File: src/rtl/mmio_uart_pkg.sv
// Shared definitions for the memory-mapped UART transmitter:
// register word offsets within the 16-byte window, STATUS bit positions,
// and the transmit FSM state encoding.
package mmio_uart_pkg;

  localparam logic [1:0] OFF_TXDATA  = 2'd0;
  localparam logic [1:0] OFF_STATUS  = 2'd1;
  localparam logic [1:0] OFF_BAUDDIV = 2'd2;

  localparam int unsigned ST_FULL      = 0;
  localparam int unsigned ST_EMPTY     = 1;
  localparam int unsigned ST_BUSY      = 2;
  localparam int unsigned ST_OVF       = 3;
  localparam int unsigned ST_COUNT_LSB = 8;
  localparam int unsigned ST_COUNT_W   = 5;

  typedef enum logic [1:0] {
    IDLE,
    START,
    DATA,
    STOP
  } tx_state_t;

endpackage

File: src/rtl/sync_fifo.sv
// Single-clock FIFO with show-ahead read data.
// Ports:
//   clk, rst_n      : clock, asynchronous active-low reset
//   push, wr_data   : write request and data (ignored when full)
//   pop, rd_data    : read request (ignored when empty); rd_data is the head entry
//   full, empty     : occupancy flags
//   count           : number of stored entries (0..DEPTH)
module sync_fifo #(
  parameter int unsigned WIDTH = 8,
  parameter int unsigned DEPTH = 8
) (
  input  logic                     clk,
  input  logic                     rst_n,
  input  logic                     push,
  input  logic [WIDTH-1:0]         wr_data,
  input  logic                     pop,
  output logic [WIDTH-1:0]         rd_data,
  output logic                     full,
  output logic                     empty,
  output logic [$clog2(DEPTH):0]   count
);

  localparam int unsigned AW = $clog2(DEPTH);
  localparam int unsigned CW = AW + 1;

  logic [WIDTH-1:0] mem [DEPTH];
  logic [AW-1:0]    wr_ptr;
  logic [AW-1:0]    rd_ptr;
  logic             do_push;
  logic             do_pop;

  assign full    = (count == CW'(DEPTH));
  assign empty   = (count == '0);
  assign do_push = push && !full;
  assign do_pop  = pop && !empty;
  assign rd_data = mem[rd_ptr];

  always_ff @(posedge clk) begin
    if (do_push) mem[wr_ptr] <= wr_data;
  end

  // DEPTH is a power of two, so the pointers wrap naturally.
  always_ff @(posedge clk or negedge rst_n) begin
    if (!rst_n) begin
      wr_ptr <= '0;
      rd_ptr <= '0;
      count  <= '0;
    end else begin
      if (do_push) wr_ptr <= wr_ptr + AW'(1);
      if (do_pop)  rd_ptr <= rd_ptr + AW'(1);
      case ({do_push, do_pop})
        2'b10:   count <= count + CW'(1);
        2'b01:   count <= count - CW'(1);
        default: ;
      endcase
    end
  end

endmodule

File: src/rtl/mmio_uart_tx.sv
// Memory-mapped 8N1 UART transmitter on the data-memory bus.
// Ports:
//   clk, rst_n : clock, asynchronous active-low reset
//   Addr       : byte address; 16-byte window at BASE_ADDR
//   WD, BE, WE : write data, byte enables, write strobe
//   read_data  : combinational read data (0 outside the window)
//   tx         : serial output, idles high
// Registers: +0 TXDATA (W), +4 STATUS (R, W1C overflow via bit3), +8 BAUDDIV (R/W).
module mmio_uart_tx
  import mmio_uart_pkg::*;
#(
  parameter logic [31:0] BASE_ADDR  = 32'h0000_2000,
  parameter int unsigned FIFO_DEPTH = 8,
  parameter logic [15:0] DIV_RESET  = 16'd433
) (
  input  logic        clk,
  input  logic        rst_n,
  input  logic [31:0] Addr,
  input  logic [31:0] WD,
  input  logic [3:0]  BE,
  input  logic        WE,
  output logic [31:0] read_data,
  output logic        tx
);

  localparam int unsigned CW = $clog2(FIFO_DEPTH) + 1;

  logic            hit;
  logic [1:0]      off;
  logic            push_req;
  logic            ovf_clr;
  logic            bd_wr;
  logic            full;
  logic            empty;
  logic [CW-1:0]   count;
  logic [7:0]      head;
  logic            pop;
  logic            overflow;
  logic [15:0]     bauddiv;

  tx_state_t       state, state_nx;
  logic [15:0]     timer, timer_nx;
  logic [2:0]      bitcnt, bitcnt_nx;
  logic [7:0]      shift, shift_nx;
  logic            bit_end;

  logic            unused_bits;
  assign unused_bits = ^{Addr[1:0], WD[31:16], BE[3:2]};

  assign hit      = (Addr[31:4] == BASE_ADDR[31:4]);
  assign off      = Addr[3:2];
  assign push_req = WE && hit && (off == OFF_TXDATA) && BE[0];
  assign ovf_clr  = WE && hit && (off == OFF_STATUS) && BE[0] && WD[3];
  assign bd_wr    = WE && hit && (off == OFF_BAUDDIV);

  sync_fifo #(
    .WIDTH (8),
    .DEPTH (FIFO_DEPTH)
  ) u_fifo (
    .clk     (clk),
    .rst_n   (rst_n),
    .push    (push_req),
    .wr_data (WD[7:0]),
    .pop     (pop),
    .rd_data (head),
    .full    (full),
    .empty   (empty),
    .count   (count)
  );

  // A push into a full FIFO is lost even if a pop frees a slot on the same edge.
  always_ff @(posedge clk or negedge rst_n) begin
    if (!rst_n) begin
      overflow <= 1'b0;
      bauddiv  <= DIV_RESET;
    end else begin
      if (push_req && full) overflow <= 1'b1;
      else if (ovf_clr)     overflow <= 1'b0;
      if (bd_wr && BE[0]) bauddiv[7:0]  <= WD[7:0];
      if (bd_wr && BE[1]) bauddiv[15:8] <= WD[15:8];
    end
  end

  always_comb begin
    read_data = '0;
    if (hit) begin
      case (off)
        OFF_STATUS: begin
          read_data[ST_FULL]  = full;
          read_data[ST_EMPTY] = empty;
          read_data[ST_BUSY]  = (state != IDLE);
          read_data[ST_OVF]   = overflow;
          read_data[ST_COUNT_LSB +: ST_COUNT_W] = ST_COUNT_W'(count);
        end
        OFF_BAUDDIV: read_data[15:0] = bauddiv;
        default: ;
      endcase
    end
  end

  assign bit_end = (timer == '0);

  always_ff @(posedge clk or negedge rst_n) begin
    if (!rst_n) begin
      state  <= IDLE;
      timer  <= '0;
      bitcnt <= '0;
      shift  <= '0;
    end else begin
      state  <= state_nx;
      timer  <= timer_nx;
      bitcnt <= bitcnt_nx;
      shift  <= shift_nx;
    end
  end

  // tx decodes directly from state so an asynchronous reset forces it high at once.
  always_comb begin
    state_nx  = state;
    timer_nx  = timer;
    bitcnt_nx = bitcnt;
    shift_nx  = shift;
    pop       = 1'b0;
    tx        = 1'b1;
    case (state)
      IDLE: begin
        if (!empty) begin
          pop      = 1'b1;
          shift_nx = head;
          timer_nx = bauddiv;
          state_nx = START;
        end
      end
      START: begin
        tx = 1'b0;
        if (bit_end) begin
          timer_nx  = bauddiv;
          bitcnt_nx = '0;
          state_nx  = DATA;
        end else begin
          timer_nx = timer - 16'd1;
        end
      end
      DATA: begin
        tx = shift[0];
        if (bit_end) begin
          timer_nx = bauddiv;
          if (bitcnt == 3'd7) begin
            state_nx = STOP;
          end else begin
            bitcnt_nx = bitcnt + 3'd1;
            shift_nx  = {1'b0, shift[7:1]};
          end
        end else begin
          timer_nx = timer - 16'd1;
        end
      end
      STOP: begin
        tx = 1'b1;
        if (bit_end) begin
          if (!empty) begin
            pop      = 1'b1;
            shift_nx = head;
            timer_nx = bauddiv;
            state_nx = START;
          end else begin
            state_nx = IDLE;
          end
        end else begin
          timer_nx = timer - 16'd1;
        end
      end
      default: state_nx = IDLE;
    endcase
  end

endmodule

File: config.mk
export PLATFORM = sky130hd
export DESIGN_NAME = mmio_uart_tx
export DESIGN_NICKNAME = d
export VERILOG_FILES = /design/src/rtl/mmio_uart_pkg.sv /design/src/rtl/sync_fifo.sv /design/src/rtl/mmio_uart_tx.sv
export SDC_FILE = /design/constraint.sdc
export NUM_CORES = 1
export LEC_CHECK = 0
export ABC_AREA = 1
export ABC_CLOCK_PERIOD_IN_PS = 2450
export BUFFER_PORTS_ARGS = -buffer_cell sky130_fd_sc_hd__buf_2
export CORE_MARGIN = 1
export CORE_UTILIZATION = 50
export DETAILED_ROUTE_END_ITERATION = 8
export PLACE_DENSITY = 0.74
export SLEW_MARGIN = 20
export SYNTH_ARGS = -nofsm -noshare
export SYNTH_HDL_FRONTEND = slang
export SYNTH_SLANG_ARGS = --single-unit
File: constraint.sdc
create_clock -name clk -period 2.45 [get_ports clk]
set_input_delay 0.1225 -clock clk [delete_from_list [all_inputs] [get_ports clk]]
set_output_delay 0.1225 -clock clk [all_outputs]
set_load 0.02 [all_outputs]
* Yosys cells after proc, flatten, opt, wreduce, memory -nomap -nowiden *
Memory sizes are Yosys's and may differ from the RTL's.
Cells that the tools add are included.

cells by class
  add/sub/neg operators = 6
  equal/unequal tests = 16
  muxes and demuxes = 34
  reduce and logical (&&, ||, !) cells = 27

operators with widths
  cell                                                                  number
  16-bit 2-to-1 mux                                                     4
  16-bit one-hot mux with 3 select lines                                1
  8-bit 2-to-1 mux                                                      4
  28-bit by 10-bit == test with 1-bit output, second input constant     1
  8-bit one-hot mux with 3 select lines                                 1
  16-bit zero test                                                      1
  4-bit one-hot mux with 2 select lines                                 2
  16-bit by 1-bit subtractor with 16-bit output, second input constant  1
  1-bit logical AND                                                     12
  3-bit 2-to-1 mux                                                      4
  2-bit != test, second input constant                                  6
  2-bit 2-to-1 mux                                                      5
  5-bit one-hot mux with 2 select lines                                 1
  3-bit by 1-bit adder with 3-bit output, second input constant         3
  2-bit == test, second input constant                                  4
  2-bit one-hot mux with 4 select lines                                 1
  4-bit AND reduction                                                   2
  2-bit nonzero test                                                    4
  1-bit 2-to-1 mux                                                      7
  2-bit by 1-bit == test with 1-bit output, second input constant       3
  3-bit one-hot mux with 2 select lines                                 1
  5-bit AND reduction                                                   1
  4-bit by 1-bit adder with 4-bit output, second input constant         1
  4-bit == test, second input constant                                  1
  other kinds (9)                                                       12

storage, ports and cells
  flip-flop bits (word level) = 56
  memory bits (writable) = 64
  bits of input ports = 71
  output and inout port bits = 33
  word-level logic and storage cells = 94
  memories = 1

memories
  memory      depth  width  read ports  clocked after Yosys merged registers in  wr ports  line             RTL
  u_fifo.mem  8      8      1           0                                        1         sync_fifo.sv:26  logic [WIDTH-1:0] mem [DEPTH];

* Logic depth before layout (Yosys ltp) *
  word-level depth = 7
  gate-level depth with buffers = 19
  depth with buffers taken out = 19

* Hierarchy *
A second synthesis with hierarchy kept.

unflattened totals
  cell total of the unflattened synthesis = 906
  area, all modules = 7071.8 µm²

modules (own cells, without submodules)
  module        times used  cells each  area an instance (µm²)  seq. area each (µm²)
  mmio_uart_tx  1           549         3672.3                  1157.4
  sync_fifo     1           357         3399.5                  2172.1

* Least setup slack after synthesis *
OpenSTA, ideal clock, no wires.

  path type = reg-to-reg
  start point = register u_fifo.count[1]
  end point = register u_fifo.count[1]
  setup time = 0.125 ns
  data arrival time = 2.238 ns
  data required time = 2.325 ns
  setup slack = 0.087 ns
  stages on the path, launching flop included = 15
  buffers on the path = 2
  clock period less this slack = 2.363 ns
  cells stage by stage = dfrtp_1 -> nor2_1 -> nand3_2 -> buf_4 -> buf_6 -> nand2_1 -> o22ai_1 -> nand2_1 -> inv_1 -> ha_1 -> nand2_1 -> inv_1 -> nor2_1 -> ha_1 -> mux2_2

between the ends
  longest elaborated chain between the ends = 7
  elaborated cells between the ends (all ways) = 15
  classes of those cells = add/sub: 2; eq/ne: 3; mux: 4; reduce/logical: 6

RTL lines
  item                                                                         line                                      RTL
  start, declared                                                              sync_fifo.sv:20                           output logic [$clog2(DEPTH):0] count
  start signal, assigned                                                       sync_fifo.sv:52                           2'b10: count <= count + CW'(1);
  start signal, assigned                                                       sync_fifo.sv:53                           2'b01: count <= count - CW'(1);
  4-bit zero test (*)                                                          sync_fifo.sv:33                           assign empty = (count == '0);
  1-bit 2-to-1 mux                                                             mmio_uart_tx.sv:127, mmio_uart_tx.sv:161
  1-bit 2-to-1 mux                                                             mmio_uart_tx.sv:160                       if (bit_end) begin
  1-bit one-hot mux with 2 select lines                                        mmio_uart_tx.sv:125                       case (state)
  1-bit logical AND (*)                                                        sync_fifo.sv:35                           assign do_pop = pop && !empty;
  via u_fifo.do_pop                                                            sync_fifo.sv:30                           logic do_pop;
  2-bit by 1-bit == test with 1-bit output or 2-bit == test (tied branches)    sync_fifo.sv:51                           case ({do_push, do_pop})
  4-bit one-hot mux with 2 select lines or 2-bit nonzero test (tied branches)  --

Mark *: on every way through the listed nets, which the timed path passes. The rest lies on a longest branch.
A chain may end at the register's enable or synchronous reset.

* Final worst setup path *
  start point = register timer[1]
  end point = register u_fifo.count[1]

between the ends
  longest elaborated chain between the ends = 6
  elaborated cells between the ends (all ways) = 8
  classes of those cells = eq/ne: 2; mux: 3; reduce/logical: 3

RTL lines
  item                                                                         line                 RTL
  start, declared                                                              mmio_uart_tx.sv:42   logic [15:0] timer, timer_nx;
  start signal, assigned                                                       mmio_uart_tx.sv:111  timer <= timer_nx;
  16-bit zero test (*)                                                         mmio_uart_tx.sv:101  assign bit_end = (timer == '0);
  1-bit 2-to-1 mux (*)                                                         mmio_uart_tx.sv:160
  1-bit one-hot mux with 2 select lines (*)                                    mmio_uart_tx.sv:125
  1-bit logical AND (*)                                                        sync_fifo.sv:35
  via u_fifo.do_pop                                                            sync_fifo.sv:30
  2-bit by 1-bit == test with 1-bit output or 2-bit == test (tied branches)    sync_fifo.sv:51
  4-bit one-hot mux with 2 select lines or 2-bit nonzero test (tied branches)  --

Marks and branches as above.

==> flow_summary.toml <==
[run_status]
status = "finished clean"

[drt]
first_iter_violations = 401
vias_per_cell = 5.20
drt_pass1_iterations = 7
drt-total-wl_um = 15900
drc = 0
vias = 5756
wl_per_cell_um = 14.4
ant_nets = 0

[hold_path]
hold_class = "input port to flip-flop"
worstHoldStart = "WD[11]"
hold_depth = 5
min_to = "bauddiv[11]"

[critical_path]
cp_max_fo = 6
r2r_end = "u_fifo.count[1]"
crit_path_start_kind = "flip-flop"
crit_chain = "inv_2, ha_2, nand3_2, nor2_4, nand2_4, o22ai_1, nand2_1, inv_2, ha_4, nor2_1, nor2_1, ha_2, mux2_2"
slowest_delay_ns = 0.39
reg2regPathDepth = 13
cp.arrival_ns = 2.73
end_kind = "flip-flop"
r2r_slack_ns = 0.03
timing_worst_setup_path_type = "flip-flop to flip-flop"
timing.rr.start = "timer[1]"
crit_buf_inv = 2
slowest_stage = "dfrtp_1"
crit_family = "adder cells"
cp.required_ns = 2.76

[sta]
max-slew-margin-rel_pct = 57.9
slew_violations = 0
finClkSkew_ns = 0.00572
worst_pin_slew_ns = 0.631
hold_violations = 0
setup_slack_ns = 0.0251
fin_crit_sh_pct = 99.0
setup_violations = 0
period_minus_slack_ns = 2.42
fmax_mhz = 412
rsz0062_at_grt = "true"

[power]
leakage_nw = 3.76
pwr-share-comb_pct = 4.4
p_sw_mw = 1.08
p_per_area_mw_per_mm2 = 614
p_total_mw = 4.97
p_int_mw = 3.89
swShare_pct = 21.8
seq_power_share_pct = 44.1
peakVddDrop_mv = 0.408
pwr-share-clk_pct = 51.6

[clocking]
htreeDepth = 4
cts_buffers = 17
insertion_delay_ns = 0.42
cts_buffer_depth = 2
cts_tree = "built"
clock-sinks = 120
clk_pin_slew_ns = 0.06
cts_root_buf = "clkbuf_16"

[yosys]
syn-instance-count = 821
seq_area_frac_synth_pct = 49.2
yosysWarnings = 0
synth_area_mm2 = 0.00677
syn_avg_cell_area_um2 = 8.24
ys_types = 41
synth_seq_cells = 120

[layout]
layout-drive-gt1-share_pct = 20.3
num_antenna_cells = 0
syn_to_final_growth_pct = 19.6
nNetsFinal = 1005

[global_routing]
first_global_vias = 5465
antenna_found_initial = 0
grt.total_usage_pct = 24.1
overflow = 0
grt_max_degree = 34
grt_pass1_wl_um = 26200

[floorplan]
rows = 42
die-width_um = 118
ios = 104
start_util_pct = 51.1
core_mm2 = 0.0132
die-height_um = 118
die_area_mm2 = 0.0140

[placed_design]
place_congestion = 0.870
place_ws_ns = 0.0679
dpl.hpwl_um = 10900
port_buffers = 67

[flow_run]
cap_violations = 0
-- registers in the layout (all words and copies together) (netlist names) --
signal,cells
u_fifo.mem,64
bauddiv,16
timer,16
shift,8
u_fifo.count,4
bitcnt,3
u_fifo.rd_ptr,3
u_fifo.wr_ptr,3
state,2
overflow,1
-- cell type report --
| class | count | area (µm²) |
|---|---|---|
| repair buffers | 107 | 663 |
| clock buffers | 19 | 443 |
| inverters | 88 | 330 |
| fillers | 1127 | 5140 |
| multi-input cells | 583 | 2940 |
| flip-flops and latches | 120 | 3330 |
| clock inverters | 13 | 169 |
| well taps | 176 | 220 |
-- cells by family (layout without fill, tap and decap cells) --
family	after synthesis	count (layout)	synth area share (%)
buffers and inverters	133	227	8.65
AOI/OAI and AO/OA	147	147	11.6
adders and majority gates	17	17	3.14
xor gates and xnor gates	15	15	1.94
DFF	120	120	49.2
other	1	16	0.0554
and+or+nand+nor	387	387	25.3
muxes	1	1	0.166
-- cell usage after synthesis --
master | number | area share (%)
buf_1 | 1 | 0.055
nor2_1 | 122 | 6.8
mux2_2 | 1 | 0.17
o22ai_1 | 2 | 0.18
conb_1 | 1 | 0.055
nand4_1 | 12 | 1.1
and2_1 | 1 | 0.092
clkinv_1 | 1 | 0.055
clkbuf_1 | 19 | 1.1
inv_1 | 86 | 4.8
nand3b_1 | 1 | 0.11
o21ai_1 | 2 | 0.15
o211ai_1 | 13 | 1.4
nand2_1 | 153 | 8.5
a31oi_1 | 1 | 0.092
nor3_1 | 10 | 0.74
nor2_4 | 4 | 0.67
a22oi_1 | 1 | 0.11
nand3_2 | 2 | 0.30
buf_4 | 17 | 1.9
or2_1 | 1 | 0.092
nand3_1 | 47 | 3.5
xnor2_1 | 3 | 0.39
or2_2 | 22 | 2.0
nand4_2 | 1 | 0.18
a211oi_1 | 1 | 0.11
nor2_2 | 4 | 0.37
inv_2 | 1 | 0.055
o21ai_2 | 2 | 0.26
dfstp_2 | 5 | 1.9
ha_1 | 17 | 3.1
nand2_2 | 2 | 0.18
nand2_4 | 2 | 0.33
dfrtp_1 | 51 | 19
buf_6 | 2 | 0.33
nor3b_1 | 3 | 0.33
xor2_1 | 12 | 1.6
a21oi_1 | 19 | 1.4
edfxtp_1 | 64 | 28
o21ai_0 | 106 | 7.8
buf_2 | 6 | 0.44
-- power by group through the flow --
stage / registers [mW] / clock network, mW / logic, mW
detailed placement: 2.23 / 0 / 0.211
CTS: 2.19 / 2.59 / 0.219
floorplan: 2.23 / 0 / 0.128
global placement: 2.23 / 0 / 0.208
finish: 2.19 / 2.57 / 0.217
global route: 2.20 / 2.68 / 0.251
-- repair_timing --
item | CTS | global route
endpoints found under the hold margin | 43 | 0
hold buffers | 6 | 0
setup buffers | 0 | 4
gates resized for setup | 0 | 13
endpoints found under the setup margin | 0 | 3
-- worst reg2reg max path: cells and delay by family, from the launching register on --
kind | cells | cell delay (ns)
DFF | 1 | 0.39
and+or+nand+nor | 6 | 0.67
muxes | 1 | 0.25
buffers and inverters | 2 | 0.21
adders and majority gates | 3 | 0.67
AOI/OAI and AO/OA | 1 | 0.10
-- per-stage QoR --
step                area, µm²  hold slack, ns  utilization, %  instances  TNS [ns]
floorplan                6830          -0.173               -        836         0
global placement         7360           0.163            55.6       1064         0
detailed placement       7360           0.165            55.6       1064         0
CTS                      8040         0.00696            60.7       1102         0
global route             8100          0.0144            61.1       1106   -0.0776
finish                   8100          0.0173            61.1       1106         0
-- how the worst max path moves through the flow --
stage               cells past startpoint  slack (ns)             from              end
floorplan                              14        0.09  u_fifo.count[1]  u_fifo.count[1]
global placement                       16        0.11         timer[1]  u_fifo.count[2]
detailed placement                     16        0.07         timer[1]  u_fifo.count[2]
CTS                                    18       0.003         timer[1]  u_fifo.count[3]
global route                           18       -0.04         timer[1]  u_fifo.count[3]
finish                                 13        0.03         timer[1]  u_fifo.count[1]
-- per-layer routing --
layer	wire length (µm)	vias to the layer above	GRT usage [%]	share of wire (%)
met2	7440	199	38.2	47
met4	197	0	8.33	1.2
met1	7230	2665	32.4	45
li1	-	2873	-	-
met3	1020	19	5.65	6.4
met5	0	-	0	0
-- cells in the final DEF (no fill, tap or decap), types with 14 or more instances in the layout --
master,count
buf_4,33
clkbuf_16,17
o21ai_0,105
nand2_1,152
or2_2,22
nor2_1,122
dfrtp_1,51
inv_1,82
ha_1,14
conb_1,16
edfxtp_1,64
nand3_1,46
buf_2,67
a21oi_1,17
Note: power is estimated with default switching activity, not from simulation.
